==> src/rtl/fetch_stage.sv <==
// Instruction-fetch stage: owns the PC, picks the next PC and runs a req/ack
// handshake with a variable-latency instruction memory.
module fetch_stage #(
    parameter int unsigned      WIDTH    = 32,
    parameter logic [WIDTH-1:0] RESET_PC = '0
) (
    input  logic             clk,
    input  logic             reset,
    input  logic             StallF,
    input  logic             PCSrcD,
    input  logic [WIDTH-1:0] PCBranchD,
    input  logic             JumpD,
    input  logic [WIDTH-1:0] PCJumpD,
    output logic             imem_req,
    output logic [WIDTH-1:0] imem_addr,
    input  logic             imem_ack,
    input  logic [WIDTH-1:0] imem_rdata,
    output logic [WIDTH-1:0] PCF,
    output logic [WIDTH-1:0] PCPlus4F,
    output logic [WIDTH-1:0] InstrF,
    output logic             ValidF
);

    localparam logic [WIDTH-1:0] PcStep    = WIDTH'(4);
    localparam logic [WIDTH-1:0] AlignMask = {{(WIDTH-2){1'b1}}, 2'b00};

    typedef enum logic [1:0] {StReq, StWait, StHold, StDrop} state_e;

    state_e           state_q, state_d;
    logic [WIDTH-1:0] pc_q, pc_d;
    logic [WIDTH-1:0] addr_q, addr_d;
    logic [WIDTH-1:0] hold_q, hold_d;
    logic [WIDTH-1:0] pc_plus4;
    logic [WIDTH-1:0] target;
    logic             redirect;

    assign pc_plus4  = pc_q + PcStep;
    // A stalled fetch ignores decode redirects; they are re-presented later.
    assign redirect  = (JumpD | PCSrcD) & ~StallF;
    assign target    = (JumpD ? PCJumpD : PCBranchD) & AlignMask;

    assign PCF       = pc_q;
    assign PCPlus4F  = pc_plus4;
    assign imem_addr = addr_q;

    always_comb begin
        state_d  = state_q;
        pc_d     = pc_q;
        addr_d   = addr_q;
        hold_d   = hold_q;
        imem_req = 1'b1;
        ValidF   = 1'b0;
        InstrF   = imem_rdata;
        unique case (state_q)
            StReq, StWait: begin
                ValidF = imem_ack;
                if (redirect) begin
                    pc_d = target;
                    if (imem_ack) begin
                        addr_d  = target;
                        state_d = StReq;
                    end else begin
                        state_d = StDrop;
                    end
                end else if (imem_ack && !StallF) begin
                    pc_d    = pc_plus4;
                    addr_d  = pc_plus4;
                    state_d = StReq;
                end else if (imem_ack) begin
                    hold_d  = imem_rdata;
                    state_d = StHold;
                end else begin
                    state_d = StWait;
                end
            end
            StHold: begin
                imem_req = 1'b0;
                ValidF   = 1'b1;
                InstrF   = hold_q;
                if (!StallF) begin
                    pc_d    = redirect ? target : pc_plus4;
                    addr_d  = pc_d;
                    state_d = StReq;
                end
            end
            StDrop: begin
                if (redirect) begin
                    pc_d = target;
                end
                // The wrong-path response is discarded; then fetch the latest PC.
                if (imem_ack) begin
                    addr_d  = pc_d;
                    state_d = StReq;
                end
            end
            default: state_d = StReq;
        endcase
    end

    always_ff @(posedge clk) begin
        if (reset) begin
            state_q <= StReq;
            pc_q    <= RESET_PC;
            addr_q  <= RESET_PC;
            hold_q  <= '0;
        end else begin
            state_q <= state_d;
            pc_q    <= pc_d;
            addr_q  <= addr_d;
            hold_q  <= hold_d;
        end
    end

endmodule

==> config.mk <==
export PLATFORM = sky130hd
export DESIGN_NAME = fetch_stage
export DESIGN_NICKNAME = d
export VERILOG_FILES = /design/src/rtl/fetch_stage.sv
export SDC_FILE = /design/constraint.sdc
export NUM_CORES = 1
export LEC_CHECK = 0
export ABC_AREA = 1
export ABC_CLOCK_PERIOD_IN_PS = 1800
export CAP_MARGIN = 20
export CORE_UTILIZATION = 40
export CTS_BUF_LIST = sky130_fd_sc_hd__clkbuf_4 sky130_fd_sc_hd__clkbuf_8 sky130_fd_sc_hd__clkbuf_16
export CTS_CLUSTER_DIAMETER = 60
export CTS_CLUSTER_SIZE = 12
export DETAILED_ROUTE_END_ITERATION = 8
export GPL_ROUTABILITY_DRIVEN = 0
export PLACE_DENSITY = 0.78
export SETUP_SLACK_MARGIN = 0.02
export SLEW_MARGIN = 10
export SYNTH_ARGS = -nofsm -noshare
export SYNTH_HDL_FRONTEND = slang
export SYNTH_SLANG_ARGS = --single-unit
==> constraint.sdc <==
create_clock -name clk -period 1.8 [get_ports clk]
set_clock_uncertainty 0.2 [all_clocks]
set_input_delay 0.18 -clock clk [delete_from_list [all_inputs] [get_ports clk]]
set_output_delay 0.18 -clock clk [all_outputs]
set_load 0.02 [all_outputs]
==> impl_metrics.py <==
metrics = {
    "timing": {
        "setup_ws_ns": -0.5473,
        "fin_crit_sh": 1.304,
        "setup_tns_ns": -30.69,
        "final-hold-violation-count": 0,
        "max_slew_margin": 0.6116,
        "worst_slew_pin_slew_ns": 0.5764,
        "rsz0062_at_grt": "true",
        "fin_crit_ns": 2.347,
        "fmax_ghz": 0.4260,
        "setup-violations-final": 124,
        "finalMaxSlewViolations": 0,
    },
    "setup_path": {
        "reg2reg_depth": 14,
        "arrival_ns": 2.39,
        "crit_type": "reg2reg",
        "start_kind": "flip-flop",
        "cp.required_ns": 1.84,
        "reg2reg_slack_ns": -0.55,
        "cp.depth": 14,
        "path_buf_inv": 4,
        "r2r_start": "PCF[9]",
        "path_cells": "nand2_4 -> buf_6 -> nor2_4 -> buf_4 -> nand2_2 -> nor2_4 -> nand2_1 -> nand2_2 -> buf_4 -> buf_6 -> nand2_2 -> nand2_1 -> nand2_2 -> o21ai_2",
        "cpPeakStageDelay_ns": 0.39,
        "cp_top_family": "simple AND/OR/NAND/NOR gates",
        "critPathMaxFanout": 3,
        "cp_slowest_cell": "dfxtp_4",
        "cp-end-kind": "flip-flop",
        "path_common_cell": "nand2_2",
        "r2r_end": "imem_addr[14]",
    },
    "cells_and_area": {
        "syn_to_final_growth_pct": 105.8,
        "fillCellCount": 692,
        "final_cell_area_um2": 11920,
        "layout-drive-gt1-share": 0.4302,
        "diodes": 0,
        "nets": 1416,
    },
    "yosys": {
        "synth_seq_area_share": 0.3386,
        "syn_nets": 1043,
        "synth_cell_type_count": 32,
        "synth-seq-cells": 98,
        "synth_edf_count": 0,
        "synth_area_um2": 5794,
        "post_synth.cell_area_avg_um2": 6.164,
        "synthCells": 940,
        "ys_warn_count": 0,
        "synth-async-reset-ratio": 0,
        "synthFlopType": "dfxtp_1",
    },
    "grt": {
        "overflow": 0,
        "grt_max_degree": 65,
        "antenna_found_initial": 3,
        "grt_pass1_vias": 7175,
        "grt_util_all_layers": 0.3143,
        "grt_pass1_wl_um": 36310,
    },
    "hold_path": {
        "worstHoldPathType": "in2reg",
        "hp-start": "reset",
        "holdPathEnd": "state_q[0]",
        "hold_path_depth": 2,
    },
    "detailed_routing": {
        "vias": 8851,
        "drc": 0,
        "antenna_left": 0,
        "dr.pass1.iters": 8,
        "routedWlPerCell_um": 22.86,
        "first_iter_violations": 1030,
        "viasPerCell": 5.909,
        "wirelength_um": 34240,
    },
    "clocking": {
        "postCtsHoldBufs": 0,
        "cts_sinks": 98,
        "cts_made_buffers": 9,
        "tritoncts": "built",
        "clockBufferDepth": 2,
        "clkSlewWorstSetupHoldPaths_ns": 0.08,
        "clkLatencyLatePin_ns": 0.37,
        "cts_max_level": 3,
        "cts-root-buf": "clkbuf_16",
    },
    "floorplanning": {
        "dieArea_um2": 14970,
        "ioPinCount": 232,
        "die_w_um": 122.4,
        "start_util": 0.4142,
        "core-area_um2": 13990,
        "die_h_um": 122.4,
        "rows": 43,
    },
    "status": {
        "status": "complete, but fails checks",
        "violations": "negative setup slack",
    },
    "pwr": {
        "leakagePower_nw": 5.460,
        "powerDensity_nw_per_um2": 692.4,
        "peakVddDrop_v": 0.0006441,
        "finalPower_mw": 8.256,
    },
    "placed_design": {
        "dp_hpwl_um": 16060,
        "placed_cell_area_um2": 9067,
        "port_buffers": 227,
    },
    "job": {
        "max-cap-violations": 0,
    },
}
-- through the flow --
step	setup slack [ns]	util	hold WS, ns	std cells
after floorplan	-0.1102	-	0.05679	940
after global placement	-0.4351	0.6482	0.2356	1400
after detailed placement	-0.4665	0.6482	0.2407	1400
after CTS	-0.3545	0.7191	0.2375	1448
after global routing	-0.5518	0.8524	0.2485	1498
final	-0.5473	0.8524	0.2523	1498
-- routing by layer --
metal / track usage / wire length (µm)
met1: 0.3620 / 11360
met2: 0.5302 / 15740
met3: 0.07900 / 4090
met4: 0.1738 / 3006
met5: 0 / 44
-- cells in the mapped netlist, types with 8 or more instances --
cell / count / area, µm²
a21oi_1: 63 / 315.3
nand2_1: 283 / 1062
nand3_1: 47 / 235.2
inv_1: 117 / 439.2
dfxtp_1: 98 / 1962
nor2_1: 49 / 183.9
o21ai_1: 10 / 50.05
nor2_2: 8 / 50.05
o21ai_0: 124 / 620.6
a31oi_1: 18 / 112.6
nand2_2: 9 / 56.30
buf_2: 14 / 70.07
o211ai_1: 10 / 75.07
or2_2: 8 / 50.05
clkbuf_1: 32 / 120.1
-- sequential cells by signal, indices dropped and copies added (netlist names) --
| register | flops |
|---|---|
| PCF | 32 |
| hold_q | 32 |
| imem_addr | 32 |
| state_q | 2 |
-- placed cells by master (no fill, tap or decap), types with 10 or more instances in the layout --
master / instances
o211ai_1: 10
nand2_2: 73
nand3_1: 27
inv_1: 111
nor2_2: 10
o21ai_4: 19
nand3_2: 15
clkbuf_16: 18
buf_6: 99
nand2_1: 182
o21ai_2: 52
dfxtp_2: 13
dfxtp_1: 76
o21ai_0: 51
nand2_4: 35
nor2_1: 29
dlygate4sd2_1: 30
nor2_4: 25
buf_4: 107
clkdlybuf4s50_1: 131
a31oi_1: 16
buf_12: 23
o21ai_1: 12
a21oi_1: 57
-- how the worst max path moves through the flow --
stage	slack (ns)	endpoint	start
after detailed placement	-0.47	PCPlus4F[26]	PCF[2]
final	-0.55	imem_addr[14]	PCF[9]
after floorplan	-0.11	InstrF[22]	state_q[1]
after CTS	-0.35	PCPlus4F[26]	PCF[2]
after global placement	-0.44	PCPlus4F[26]	PCF[2]
after global routing	-0.55	imem_addr[14]	PCF[9]
-- kinds of logic after synthesis --
| group | synth area share |
|---|---|
| AO/OA/AOI/OAI | 0.2136 |
| XOR/XNOR | 0.01209 |
| adder cells (fa/ha/maj) | 0.002159 |
| buffers and inverters | 0.1190 |
| flip-flops | 0.3386 |
| AND/OR/NAND/NOR | 0.3146 |
-- power breakdown --
group	leakage (nW)	switching [mW]	internal, mW	total, mW
clock	0.138	0.987	0.973	1.96
combinational	4.51	2.04	1.70	3.74
sequential	0.817	0.184	2.37	2.55
-- area by class of cell --
type,instances,area (µm²),area share
multi-input combinational,669,4521,0.3791
timing repair buffer,413,4400,0.3690
sequential,98,2012,0.1687
inverter,122,483.0,0.04050
clock buffer,10,232.7,0.01952
tap,180,225.2,0.01889
clock inverter,6,50.05,0.004197
-- timing repair --
item	4_1_cts	5_1_grt
endpoints found under the setup margin	119	116
gates cloned	6	14
buffers inserted	27	40
pin swaps	32	83
gates resized for setup	520	365
(Power assumes the default switching activity.)
==> patch, RTL diff (config.mk and constraints unchanged) <==
Set the parameter `WIDTH` to 24 (it was 32).
--- a/src/rtl/fetch_stage.sv
+++ b/src/rtl/fetch_stage.sv
@@ -1,7 +1,7 @@
 // Instruction-fetch stage: owns the PC, picks the next PC and runs a req/ack
 // handshake with a variable-latency instruction memory.
 module fetch_stage #(
-    parameter int unsigned      WIDTH    = 32,
+    parameter int unsigned      WIDTH    = 24,
     parameter logic [WIDTH-1:0] RESET_PC = '0
 ) (
     input  logic             clk,
Interface: changed (7 resized); port bits go from 232 to 176. No check against the original RTL was run, so the function may have changed too.
==> patch against the unedited design <==
The flow still finishes with violations (negative setup slack); first-iteration DRC count down 37%; count of clock-buffer cells in the layout down 1; sequential share of layout area about the same; sequential cell count down 24; design area down 25%; worst setup slack better by 0.015 ns; maximum frequency up 0.63%; routed wire length down 19%; largest cell class unchanged; power down 20%; area after synthesis down 26%.
==> patch: results (changes against the unedited design) <==
* Outcome: complete, but fails checks (unchanged)
- Violations in the final reports: negative setup slack (unchanged).
- Worst slew margin: 0.651 (was 0.612)
- Setup violation total in the final timing report: 94 (was 124)
- The clock transition at the register clock pins on the worst setup and hold paths after CTS came to 0.11 ns (was 0.08 ns).
- Root Driver: sky130_fd_sc_hd__clkbuf_8 (was sky130_fd_sc_hd__clkbuf_16)
- Met2 wire len: 12600 um (was 15700 um)
* Slack of the critical path: -0.533 ns (was -0.547 ns)
* Met3 Wirelength: 3400 um (was 4090 um)
- The layout cell share with drive strength beyond 1 came to 0.465 (was 0.430).
* Estimated wirelength of the detail-placed design: 11700 um (was 16100 um)
- Post-placement setup slack: -0.509 ns (was -0.466 ns)
* Routed met1 length: 8720 um (was 11400 um)
- The number of buffers added on ports came to 171 (was 227).
- The length of the first detailed-routing pass in iterations came to 7 (was 8).
- The biggest fanout along the worst timing path came to 5 (was 3).
* Worst hold path cell count: 3 (was 2)
- The met1 routing resource usage after global routing is 0.326 (was 0.362).
- Switching share of power: 0.407 (was 0.389)
* Sequential fraction of the synthesis area: 0.344 (was 0.339)
* Grt met2 use: 0.564 (was 0.530)
- Global router's overall resource usage: 0.312 (was 0.314)
- The detail-routed via count per cell was 6.23 (was 5.91).
* Wire length of the first global-routing pass: 27300 um (was 36300 um)
- Post-detailed-route wirelength per cell: 25.2 um (was 22.9 um)
[patch: cell type report]
type                    instances  share of cell area
multi-input cells             461               0.376
repair buffers                313               0.370
flip-flops and latches         74               0.169
inverters                     101              0.0432
well taps                     136              0.0189
clock buffers                   9              0.0138
clock inverters                 7             0.00862
repair inverters                1            0.000695
[patch: path summary, 6_finish.rpt]
path	from	endpoint	slack (ns)
max	PCF[5]	PCPlus4F[12]	-0.53
min reg2reg	hold_q[1]	hold_q[1]	0.31
min	imem_rdata[6]	hold_q[6]	0.27
max reg2reg	PCF[5]	imem_addr[10]	-0.50
[patch: power groups by stage]
stage	combinational [mW]	sequential, mW	clock, mW
floorplan	0.861	2.13	0
global placement	2.12	1.95	0
detailed placement	2.16	1.96	0
CTS	2.30	1.93	1.37
global route	3.32	2.00	1.48
finish	3.23	1.99	1.42
[patch: kinds of logic (layout without fill, tap and decap cells)]
kind of cell | Yosys count | count (layout) | synth area share
AOI/OAI and AO/OA | 190 | 190 | 0.240
adders and majority gates | 1 | 1 | 0.00291
buffers and inverters | 141 | 431 | 0.132
and+or+nand+nor | 260 | 260 | 0.259
DFF | 74 | 74 | 0.344
xor gates and xnor gates | 10 | 10 | 0.0221
[patch: stage by stage]
step / cells / utilization / cell area [um2] / power (mW)
6_report: 1102 / 0.868 / 9000 / 6.64
5_1_grt: 1102 / 0.868 / 9000 / 6.80
4_1_cts: 1072 / 0.731 / 7580 / 5.60
3_5_place_dp: 1032 / 0.662 / 6860 / 4.12
3_3_place_gp: 1032 / 0.662 / 6860 / 4.07
2_1_floorplan: 676 / - / 4400 / 2.99
[patch: repair_timing]
item	in CTS	in global routing
pin swaps	23	53
endpoints found under the setup margin	102	90
cloned	2	16
hold buffers	0	0
gates resized for setup	421	279
buffers inserted	25	23
hold endpoints to repair	0	0
